<file path="src/rtl/vlm_speech_sequencer_pkg.sv">
// Shared types and default constants for the VLM5030 speech sequencer.
package vlm_seq_pkg;

    typedef enum logic [2:0] {
        IDLE      = 3'd0,
        LOAD      = 3'd1,
        ST_HI     = 3'd2,
        WAIT_RISE = 3'd3,
        PLAY      = 3'd4
    } seq_state_e;

    localparam int unsigned DEF_QDEPTH    = 4;
    localparam int unsigned DEF_ST_CYCLES = 8;
    localparam int unsigned DEF_TO_W      = 16;

endpackage

</file>
<file path="src/rtl/vlm_speech_sequencer_if.sv">
// Request / VLM pin bundle between the sound CPU decode side (master) and the sequencer (slave).
interface vlm_speech_sequencer_if
    import vlm_seq_pkg::*;
#(
    parameter int unsigned QDEPTH = DEF_QDEPTH
);
    logic                      req_valid;
    logic [7:0]                req_phrase;
    logic                      req_ready;
    logic                      flush;
    logic [7:0]                vlm_data;
    logic                      vlm_st;
    logic                      vlm_bsy;
    logic                      busy;
    logic [$clog2(QDEPTH):0]   qcount;
    logic                      timeout_err;

    modport master (
        output req_valid, req_phrase, flush, vlm_bsy,
        input  req_ready, vlm_data, vlm_st, busy, qcount, timeout_err
    );

    modport slave (
        input  req_valid, req_phrase, flush, vlm_bsy,
        output req_ready, vlm_data, vlm_st, busy, qcount, timeout_err
    );
endinterface

</file>
<file path="src/rtl/vlm_speech_sequencer_req_fifo.sv">
// Phrase request FIFO: power-of-two depth, flush beats push, pointers wrap naturally.
module vlm_req_fifo #(
    parameter int unsigned QDEPTH = 4,
    parameter int unsigned W      = 8
) (
    input  logic                      CPUCL,
    input  logic                      reset,
    input  logic                      push_i,
    input  logic                      pop_i,
    input  logic                      flush_i,
    input  logic [W-1:0]              wdata_i,
    output logic [W-1:0]              rdata_o,
    output logic [$clog2(QDEPTH):0]   count_o,
    output logic [$clog2(QDEPTH):0]   count_nxt_o,
    output logic                      full_o,
    output logic                      empty_o
);
    localparam int unsigned PW = $clog2(QDEPTH);
    localparam int unsigned CW = PW + 1;

    logic [W-1:0]  mem [QDEPTH];
    logic [PW-1:0] wr_q, rd_q;
    logic [CW-1:0] count_q;
    logic          push_ok, pop_ok;

    assign full_o  = (count_q == CW'(QDEPTH));
    assign empty_o = (count_q == '0);
    assign push_ok = push_i & ~full_o;
    assign pop_ok  = pop_i & ~empty_o;
    assign rdata_o = mem[rd_q];
    assign count_o = count_q;

    always_comb begin
        count_nxt_o = count_q + CW'(push_ok) - CW'(pop_ok);
        if (flush_i) count_nxt_o = '0;
    end

    always_ff @(posedge CPUCL or posedge reset) begin
        if (reset) begin
            wr_q    <= '0;
            rd_q    <= '0;
            count_q <= '0;
        end else if (flush_i) begin
            wr_q    <= '0;
            rd_q    <= '0;
            count_q <= '0;
        end else begin
            wr_q    <= wr_q + PW'(push_ok);
            rd_q    <= rd_q + PW'(pop_ok);
            count_q <= count_nxt_o;
        end
    end

    always_ff @(posedge CPUCL) begin
        if (push_ok & ~flush_i) mem[wr_q] <= wdata_i;
    end

endmodule

</file>
<file path="src/rtl/vlm_speech_sequencer.sv">
// VLM5030 phrase sequencer: queues requests, drives data latch + ST pulse, tracks BSY.
// Optional BSY-wait timeout enabled by defining VLM_SEQ_TIMEOUT_EN.
module vlm_speech_sequencer
    import vlm_seq_pkg::*;
#(
    parameter int unsigned QDEPTH    = DEF_QDEPTH,
    parameter int unsigned ST_CYCLES = DEF_ST_CYCLES,
    parameter int unsigned TO_W      = DEF_TO_W
) (
    input  logic                  CPUCL,
    input  logic                  reset,
    vlm_speech_sequencer_if.slave bus
);
    localparam int unsigned CW      = $clog2(QDEPTH) + 1;
    localparam logic [7:0]  ST_LOAD = 8'(ST_CYCLES - 1);

    if ((QDEPTH < 2) || (QDEPTH > 16) || ((QDEPTH & (QDEPTH - 1)) != 0)) begin : g_bad_qdepth
        $error("vlm_speech_sequencer: QDEPTH must be a power of two in 2..16");
    end
    if ((ST_CYCLES < 1) || (ST_CYCLES > 255)) begin : g_bad_st
        $error("vlm_speech_sequencer: ST_CYCLES must be 1..255");
    end
    if ((TO_W < 2) || (TO_W > 32)) begin : g_bad_tow
        $error("vlm_speech_sequencer: TO_W must be 2..32");
    end

    seq_state_e    state_q;
    logic [7:0]    data_q;
    logic          st_q;
    logic [7:0]    st_cnt_q;
    logic          busy_q, busy_d;
    logic          bsy_meta_q, bsy_s_q;
    logic          to_fire;
    logic          timeout_err_q;

    logic [CW-1:0] count, count_nxt;
    logic          full, empty, push, pop;
    logic [7:0]    head;

    assign push = bus.req_valid & ~full;
    assign pop  = (state_q == IDLE) & ~empty;

    vlm_req_fifo #(
        .QDEPTH (QDEPTH),
        .W      (8)
    ) u_fifo (
        .CPUCL       (CPUCL),
        .reset       (reset),
        .push_i      (push),
        .pop_i       (pop),
        .flush_i     (bus.flush),
        .wdata_i     (bus.req_phrase),
        .rdata_o     (head),
        .count_o     (count),
        .count_nxt_o (count_nxt),
        .full_o      (full),
        .empty_o     (empty)
    );

    always_ff @(posedge CPUCL or posedge reset) begin
        if (reset) begin
            bsy_meta_q <= 1'b0;
            bsy_s_q    <= 1'b0;
        end else begin
            bsy_meta_q <= bus.vlm_bsy;
            bsy_s_q    <= bsy_meta_q;
        end
    end

    // busy is registered from next-state values so it tracks pushes and the return to IDLE on the same edge
    always_comb begin
        busy_d = (count_nxt != '0) |
                 ~(((state_q == IDLE) & empty) | ((state_q == PLAY) & ~bsy_s_q) | to_fire);
    end

`ifdef VLM_SEQ_TIMEOUT_EN
    localparam logic [TO_W-1:0] TO_LAST = {{(TO_W-1){1'b1}}, 1'b0};
    logic [TO_W-1:0] to_cnt_q;

    // fires on the edge where the count would reach all-ones
    assign to_fire = (to_cnt_q == TO_LAST) &
                     (((state_q == WAIT_RISE) & ~bsy_s_q) | ((state_q == PLAY) & bsy_s_q));

    always_ff @(posedge CPUCL or posedge reset) begin
        if (reset) begin
            to_cnt_q      <= '0;
            timeout_err_q <= 1'b0;
        end else begin
            if (((state_q == ST_HI) & (st_cnt_q == '0)) | ((state_q == WAIT_RISE) & bsy_s_q) | to_fire)
                to_cnt_q <= '0;
            else if ((state_q == WAIT_RISE) | (state_q == PLAY))
                to_cnt_q <= to_cnt_q + 1'b1;

            if (to_fire)   timeout_err_q <= 1'b1;
            else if (push) timeout_err_q <= 1'b0;
        end
    end
`else
    assign to_fire       = 1'b0;
    assign timeout_err_q = 1'b0;
`endif

    always_ff @(posedge CPUCL or posedge reset) begin
        if (reset) begin
            state_q  <= IDLE;
            data_q   <= '0;
            st_q     <= 1'b0;
            st_cnt_q <= '0;
            busy_q   <= 1'b0;
        end else begin
            busy_q <= busy_d;
            unique case (state_q)
                IDLE: begin
                    if (!empty) begin
                        data_q  <= head;
                        state_q <= LOAD;
                    end
                end
                LOAD: begin
                    st_q     <= 1'b1;
                    st_cnt_q <= ST_LOAD;
                    state_q  <= ST_HI;
                end
                ST_HI: begin
                    if (st_cnt_q == '0) begin
                        st_q    <= 1'b0;
                        state_q <= WAIT_RISE;
                    end else begin
                        st_cnt_q <= st_cnt_q - 1'b1;
                    end
                end
                WAIT_RISE: begin
                    if (bsy_s_q) begin
                        state_q <= PLAY;
                    end else if (to_fire) begin
                        st_q    <= 1'b0;
                        state_q <= IDLE;
                    end
                end
                PLAY: begin
                    if (!bsy_s_q) begin
                        state_q <= IDLE;
                    end else if (to_fire) begin
                        st_q    <= 1'b0;
                        state_q <= IDLE;
                    end
                end
                default: state_q <= IDLE;
            endcase
        end
    end

    assign bus.req_ready   = ~full;
    assign bus.vlm_data    = data_q;
    assign bus.vlm_st      = st_q;
    assign bus.busy        = busy_q;
    assign bus.qcount      = count;
    assign bus.timeout_err = timeout_err_q;

endmodule

</file>
<file path="src/flat_wrapper.sv">
// flat-port wrapper written by rule: the top's interface ports become plain ports
module vlm_speech_sequencer_flat import vlm_seq_pkg::*;
#(
    parameter int unsigned QDEPTH    = DEF_QDEPTH,
    parameter int unsigned ST_CYCLES = DEF_ST_CYCLES,
    parameter int unsigned TO_W      = DEF_TO_W
)
  (CPUCL, reset, bus_req_valid, bus_req_phrase, bus_flush, bus_vlm_bsy, bus_req_ready, bus_vlm_data, bus_vlm_st, bus_busy, bus_qcount, bus_timeout_err);
  vlm_speech_sequencer_if #(.QDEPTH(QDEPTH)) bus_i ();
  input  logic CPUCL;
  input  logic reset;
  input wire logic [$bits(bus_i.req_valid)-1:0] bus_req_valid;
  input wire logic [$bits(bus_i.req_phrase)-1:0] bus_req_phrase;
  input wire logic [$bits(bus_i.flush)-1:0] bus_flush;
  input wire logic [$bits(bus_i.vlm_bsy)-1:0] bus_vlm_bsy;
  output wire logic [$bits(bus_i.req_ready)-1:0] bus_req_ready;
  output wire logic [$bits(bus_i.vlm_data)-1:0] bus_vlm_data;
  output wire logic [$bits(bus_i.vlm_st)-1:0] bus_vlm_st;
  output wire logic [$bits(bus_i.busy)-1:0] bus_busy;
  output wire logic [$bits(bus_i.qcount)-1:0] bus_qcount;
  output wire logic [$bits(bus_i.timeout_err)-1:0] bus_timeout_err;
  assign bus_i.req_valid = bus_req_valid;
  assign bus_i.req_phrase = bus_req_phrase;
  assign bus_i.flush = bus_flush;
  assign bus_i.vlm_bsy = bus_vlm_bsy;
  assign bus_req_ready = bus_i.req_ready;
  assign bus_vlm_data = bus_i.vlm_data;
  assign bus_vlm_st = bus_i.vlm_st;
  assign bus_busy = bus_i.busy;
  assign bus_qcount = bus_i.qcount;
  assign bus_timeout_err = bus_i.timeout_err;
  vlm_speech_sequencer #(.QDEPTH(QDEPTH), .ST_CYCLES(ST_CYCLES), .TO_W(TO_W)) u_core (.CPUCL(CPUCL), .reset(reset), .bus(bus_i));
endmodule
</file>
<file path="config.mk">
export PLATFORM = sky130hd
export DESIGN_NAME = vlm_speech_sequencer_flat
export DESIGN_NICKNAME = d
export VERILOG_FILES = /design/src/rtl/vlm_speech_sequencer_pkg.sv /design/src/rtl/vlm_speech_sequencer_if.sv /design/src/rtl/vlm_speech_sequencer_req_fifo.sv /design/src/rtl/vlm_speech_sequencer.sv /design/src/flat_wrapper.sv
export SDC_FILE = /design/constraint.sdc
export NUM_CORES = 1
export LEC_CHECK = 0
export ABC_AREA = 1
export CORE_MARGIN = 1
export CORE_UTILIZATION = 45
export CTS_CLUSTER_DIAMETER = 150
export CTS_CLUSTER_SIZE = 28
export DETAILED_ROUTE_END_ITERATION = 10
export GPL_ROUTABILITY_DRIVEN = 1
export PLACE_DENSITY = 0.66
export SLEW_MARGIN = 20
export SYNTH_ARGS = -nofsm -noshare
export SYNTH_HDL_FRONTEND = slang
export SYNTH_SLANG_ARGS = --single-unit
</file>
<file path="constraint.sdc">
create_clock -name CPUCL -period 2.8 [get_ports CPUCL]
set_input_delay 0.7 -clock CPUCL [delete_from_list [all_inputs] [get_ports CPUCL]]
set_output_delay 0.7 -clock CPUCL [all_outputs]
set_load 0.02 [all_outputs]
</file>
==> metrics, run 1 <==
# IOs 28; Leakage Power 0.00141 uW; Stages on worst setup path 3; Fillers 537; max_slew headroom 62.5%; Synth Area in XOR/XNOR 1.27%; most frequent cells in the layout nor2_1 (67), nand2_1 (34), edfxtp_1 (32), inv_1 (31), dfrtp_1 (30); Synth Area per Inst 10.1 sq um; Post-DP HPWL 3210 um; reg-to-reg critical path startpoint u_core.state_q[0]; Netlist cell types 33; Final min period 2260 ps; die height 80.4 um; worst path buffer plus inverter count 1; # hold bufs at CTS 0; ys flop type edfxtp_1; Hold Vio Cnt, Final 0; IO Port Bufs 26; ANT nets after route 0; Setup WS pre-CTS 208 ps; Yosys warnings 0; initial antenna violation count 0; Post-Synth Simple-Gate Area 20.6%; Max Slew Vio Count 0; Syn Inst Count 275; critical path arrival 1560 ps; CTS tree built; cell row count 28; Critical Path Slowest Stage Cell clkdlybuf4s50_1; Die X 80.4 um; largest net degree at the start of global routing 31; Routed WL per cell 12.4 um; Worst Path Max Fanout 5; Post-CTS Setup Inserts 0; die area 0.00646 sq mm; Synth Net Count 295; DR pass1 iterations 4; worst min-delay path category reg -> reg; Critical path origin u_core.u_fifo.count_o[1]; gr usage total 17.4%; Non-Filler Instances 392; fmax 443 MHz; ant diodes 0; Final Cycle Share 80.7%; status complete, no violations; clk_lat worst skew 330 ps; maximum VDD drop 538 uV; Layout Nets 332; GPL Wtd Cong 0.764; CP peak stage delay 610 ps; pwr/cell area 1020 mW/mm^2; Area contributors post-synth edfxtp_1 (35%), dfrtp_1 (27%), nor2_1 (9.1%); R2R setup slack 690 ps; Worst Reg-to-Reg Cells 11; CP required 2100 ps; CP endpoint bus_req_ready; number of CTS-inserted buffers 9; initial drt markers 70; Final Skew 8.05 ps; clk buf depth 2; Post-CTS Resized 0; max-cap viol count 0; endpoint class of the critical path output port; mux share of post-synthesis cell area 0%; layout cells sized above 1 9.78%; CP startpoint kind register; Yosys top cell by area edfxtp_1; DRC 0; final worst setup slack 542 ps; H-tree depth 3; starting density of the core 46.7%; RSZ-0062 raised after global routing false; Synth Area in Adders 3.44%; area share of the largest cell type after synthesis 34.8%; critical path class reg -> out; final setup fails 0; CP cell instances nor2_1 > nand2_1 > clkdlybuf4s50_1; P&R area growth vs syn 20.1%; largest family of logic cells by synthesized area simple AND/OR/NAND/NOR gates; first-pass GRT wire length 7980 um; sequential area share after synthesis 61.9%; number of synthesized register bits 62; CTS Root Cell clkbuf_8; reg2reg end u_core.bus.busy; via/cell ratio 4.84; core area 0.00592 sq mm; Fin Setup TNS 0 ps; ys async rst share 48.4%; fin util 56.0%; Inst Count DP 376; via count 1898; Synth Area in Compound Gates 6.93%; Routed WL 4850 um; Post-Syn Area 0.00276 sq mm; Slew @ Worst Pin 562 ps; Hold WS 348 ps; Sink Count 62; Overflow after GRT 0; commonest non-fill, non-tap cell in the layout nor2_1; Worst-path clk slew 60 ps; Post-synth EDFFs 32; CP delay by family, top buffers and inverters; number of global-route vias before repair 1687
-- Yosys cell counts, types with 2 or more instances --
| cell type | number |
|---|---|
| nor3_1 | 4 |
| inv_1 | 31 |
| nand2_1 | 34 |
| ha_1 | 6 |
| dfrtp_1 | 30 |
| nand2_4 | 3 |
| a31oi_1 | 7 |
| buf_2 | 2 |
| nand4_1 | 5 |
| edfxtp_1 | 32 |
| nor2_1 | 67 |
| o21ai_0 | 19 |
| xnor2_1 | 2 |
| nand3_1 | 13 |
| xor2_1 | 2 |
-- flip-flops by register name, summed over array words and instances, names as in the netlist --
register               cells
u_core.u_fifo.mem         32
u_core.bus.busy            1
u_core.u_fifo.count_o      3
u_core.bus.vlm_st          1
u_core.bsy_s_q             1
u_core.u_fifo.rd_q         2
u_core.bsy_meta_q          1
u_core.bus.vlm_data        8
u_core.u_fifo.wr_q         2
u_core.st_cnt_q            8
u_core.state_q             3
-- cells by family after synthesis --
family                   count (synthesis)
AND/OR/NAND/NOR                        131
flip-flops                              62
buffers and inverters                   38
AO/OA/AOI/OAI                           32
adder cells (fa/ha/maj)                  7
XOR/XNOR                                 4
other                                    1
-- cell type report --
| type | instances | area [sq um] | share of cell area (%) |
|---|---|---|---|
| flip-flops and latches | 62 | 1710 | 51.6 |
| clock buffers | 12 | 145 | 4.37 |
| clock inverters | 4 | 47.5 | 1.43 |
| inverters | 32 | 120 | 3.62 |
| repair buffers | 32 | 305 | 9.20 |
| well taps | 75 | 93.8 | 2.83 |
| multi-input cells | 175 | 895 | 27.0 |
-- stage by stage --
| stage | power, uW | area, sq um |
|---|---|---|
| 2_1_floorplan | 2260 | 2760 |
| 3_3_place_gp | 2630 | 3130 |
| 3_5_place_dp | 2660 | 3130 |
| 4_1_cts | 3420 | 3320 |
| 5_1_grt | 3660 | 3320 |
| 6_report | 3390 | 3320 |
-- metal layers --
metal	routed length, um	vias up	GRT usage, %
met1	2270	871	21.1
li1	-	982	-
met4	76	0	6.96
met5	0	-	0
met3	211	10	6.36
met2	2300	35	27.9
-- where the power goes --
group	internal, uW	switching [uW]	leakage, uW
Combinational	520	775	0.000656
Clock	433	325	0.0000964
Sequential	1160	178	0.000655
-- worst min path at each step --
stage                                 start        endpoint  depth (start not counted)
after global placement    u_core.bsy_meta_q  u_core.bsy_s_q                          0
final                     u_core.bsy_meta_q  u_core.bsy_s_q                          0
after detailed placement  u_core.bsy_meta_q  u_core.bsy_s_q                          0
after global routing      u_core.bsy_meta_q  u_core.bsy_s_q                          0
after CTS                 u_core.bsy_meta_q  u_core.bsy_s_q                          0
after floorplan           u_core.bsy_meta_q  u_core.bsy_s_q                          0
Power figures use the tool's default switching activity.
==> inputs of run 2 (changes only) <==
- PLACE_DENSITY: 0.66 -> 0.68
- clock period: 2.8 -> 2 ns (I/O delays scaled with it)
==> metrics, run 2 (synthesis results as in run 1) <==
CTS Root Cell clkbuf_8 (unchanged); critical path arrival 2180 ps (was 1560 ps); RSZ-0062 raised after global routing true (was false); Critical Path Slowest Stage Cell fa_1 (was clkdlybuf4s50_1); endpoint class of the critical path register (was output port); max-cap viol count 0 (unchanged); CP delay by family, top adder cells (was buffers and inverters); final worst setup slack 19.3 ps (was 542 ps); initial antenna violation count 0 (unchanged); clock power share 18.4% (was 22.4%); CTS tree built (unchanged); fmax 505 MHz; sw frac 38.7% (was 37.7%); clk_lat worst skew 320 ps (was 330 ps); Worst Path Max Fanout 3 (was 5); pwr/cell area 1410 mW/mm^2 (was 1020 mW/mm^2); clk buf depth 2 (unchanged); Overflow after GRT 0 (unchanged); CP peak stage delay 490 ps (was 610 ps); CP startpoint kind register (unchanged); # hold bufs at CTS 0 (unchanged); CP cell instances nor2_4 > nand2_4 > a21oi_4 > ha_4 > inv_4 > ha_4 > inv_2 > fa_1 > nor2_2 > nor2_1 > nand3_1 (was nor2_1 > nand2_1 > clkdlybuf4s50_1); most frequent cells in the layout nor2_1 (64), nand2_1 (32), edfxtp_1 (32), inv_1 (29), dfrtp_1 (27) (was nor2_1 (67), nand2_1 (34), edfxtp_1 (32), inv_1 (31), dfrtp_1 (30)); commonest non-fill, non-tap cell in the layout nor2_1 (unchanged); critical path class reg -> reg (was reg -> out); status complete, no violations (unchanged); Worst Reg-to-Reg Cells 11 (unchanged); core area 0.00592 sq mm (unchanged); Power Internal 2940 uW (was 2110 uW); die height 80.4 um (unchanged); Hold Vio Cnt, Final 0 (unchanged); hold depth 0 (unchanged); Sink Count 62 (unchanged); # IOs 28 (unchanged); ant diodes 0 (unchanged); max reg flops 32 (unchanged); Routed WL 4890 um (was 4850 um); number of CTS-inserted buffers 9 (unchanged); Most flops, register u_core.u_fifo.mem (unchanged); via/cell ratio 4.76 (was 4.84); logic gate share of total power 43.8% (was 38.2%); final setup fails 0 (unchanged); first-pass GRT wire length 8170 um (was 7980 um); Leakage Power 0.00143 uW (was 0.00141 uW); sw power 1860 uW (was 1280 uW); cell row count 28 (unchanged); DRC 0 (unchanged); Post-DP HPWL 3390 um (was 3210 um); IO Port Bufs 26 (unchanged); Power, Total 4800 uW (was 3390 uW); fin util 57.5% (was 56.0%); Final min period 1980 ps; die area 0.00646 sq mm (unchanged); number of global-route vias before repair 1835 (was 1687); starting density of the core 46.7% (unchanged); Max Slew Vio Count 0 (unchanged); Stages on worst setup path 11 (was 3); Routed WL per cell 12.2 um (was 12.4 um); gr usage total 17.2% (was 17.4%); Final Cycle Share 99.0%; Die X 80.4 um (unchanged); largest net degree at the start of global routing 31 (unchanged); Final Skew 4.22 ps (was 8.05 ps); Worst-path clk slew 60 ps (about the same); via count 1907 (was 1898); Sequential Power Share 37.8% (was 39.4%); maximum VDD drop 726 uV (was 538 uV); CP required 2200 ps (was 2100 ps); Setup WS pre-CTS -308 ps (was 208 ps); GPL Wtd Cong 0.794 (was 0.764); worst path buffer plus inverter count 2 (was 1); worst min-delay path category reg -> reg (unchanged); H-tree depth 3 (unchanged); ANT nets after route 0 (unchanged); most frequent CP cell ha_4; P&R area growth vs syn 23.1% (was 20.1%); initial drt markers 94 (was 70); layout cells sized above 1 16.0% (was 9.78%); Layout Nets 341 (was 332); DR pass1 iterations 6 (was 4)
==> run 2: worst paths after layout <==
| kind | end | slack (ps) | from |
|---|---|---|---|
| setup reg to reg | u_core.bus.busy | 20 | u_core.state_q[0] |
| setup / recovery | u_core.bus.busy | 20 | u_core.state_q[0] |
| hold reg to reg | u_core.bsy_s_q | 360 | u_core.bsy_meta_q |
| min in group asynchronous | u_core.state_q[1] | 570 | reset |
| hold / removal | u_core.bsy_s_q | 360 | u_core.bsy_meta_q |
| max in group asynchronous | u_core.u_fifo.count_o[1] | 1130 | reset |
==> run 2: per-layer routing <==
| metal | GRT usage (%) | wire, um |
|---|---|---|
| met1 | 21.7 | 2300 |
| met2 | 27.3 | 2380 |
| met3 | 3.07 | 108 |
| met4 | 10.7 | 92 |
| met5 | 0 | 0 |
==> run 2: final cells by class <==
cell class                 count  area [sq um]
fill                         501          2520
clock buffer                  11           131
tap                           75          93.8
multi-input combinational    175           942
inverter                      32           123
timing repair buffer          41           372
sequential                    62          1720
clock inverter                 5          26.3
==> run 2: metrics by stage <==
stage,hold slack [ps],TNS [ps],cell area (sq um),std cells
2_1_floorplan,331,-196,2810,275
3_3_place_gp,335,-741,3230,384
3_5_place_dp,349,-1150,3230,384
4_1_cts,364,0,3390,400
5_1_grt,364,-69.4,3400,401
6_report,360,0,3400,401
==> run 2: worst register-to-register path, delay by kind of cell, from the launching register on <==
kind	cells	cell delay (ps)
buffers and inverters	2	80
adders and majority gates	3	830
AOI/OAI and AO/OA	1	150
and+or+nand+nor	5	410
DFF	1	400
==> run 2: power by group through the flow <==
stage / logic, uW / registers [uW] / clock network (uW)
floorplan: 1280 / 1970 / 0
global placement: 2020 / 1840 / 0
detailed placement: 2090 / 1840 / 0
CTS: 2090 / 1820 / 905
global route: 2390 / 1850 / 950
finish: 2100 / 1820 / 882
==> run 2: what timing repair did <==
action / in CTS / in global routing
setup endpoints to repair: 1 / 2
setup buffers: 0 / 1
resized for setup: 1 / 4
pin swaps: 0 / 1
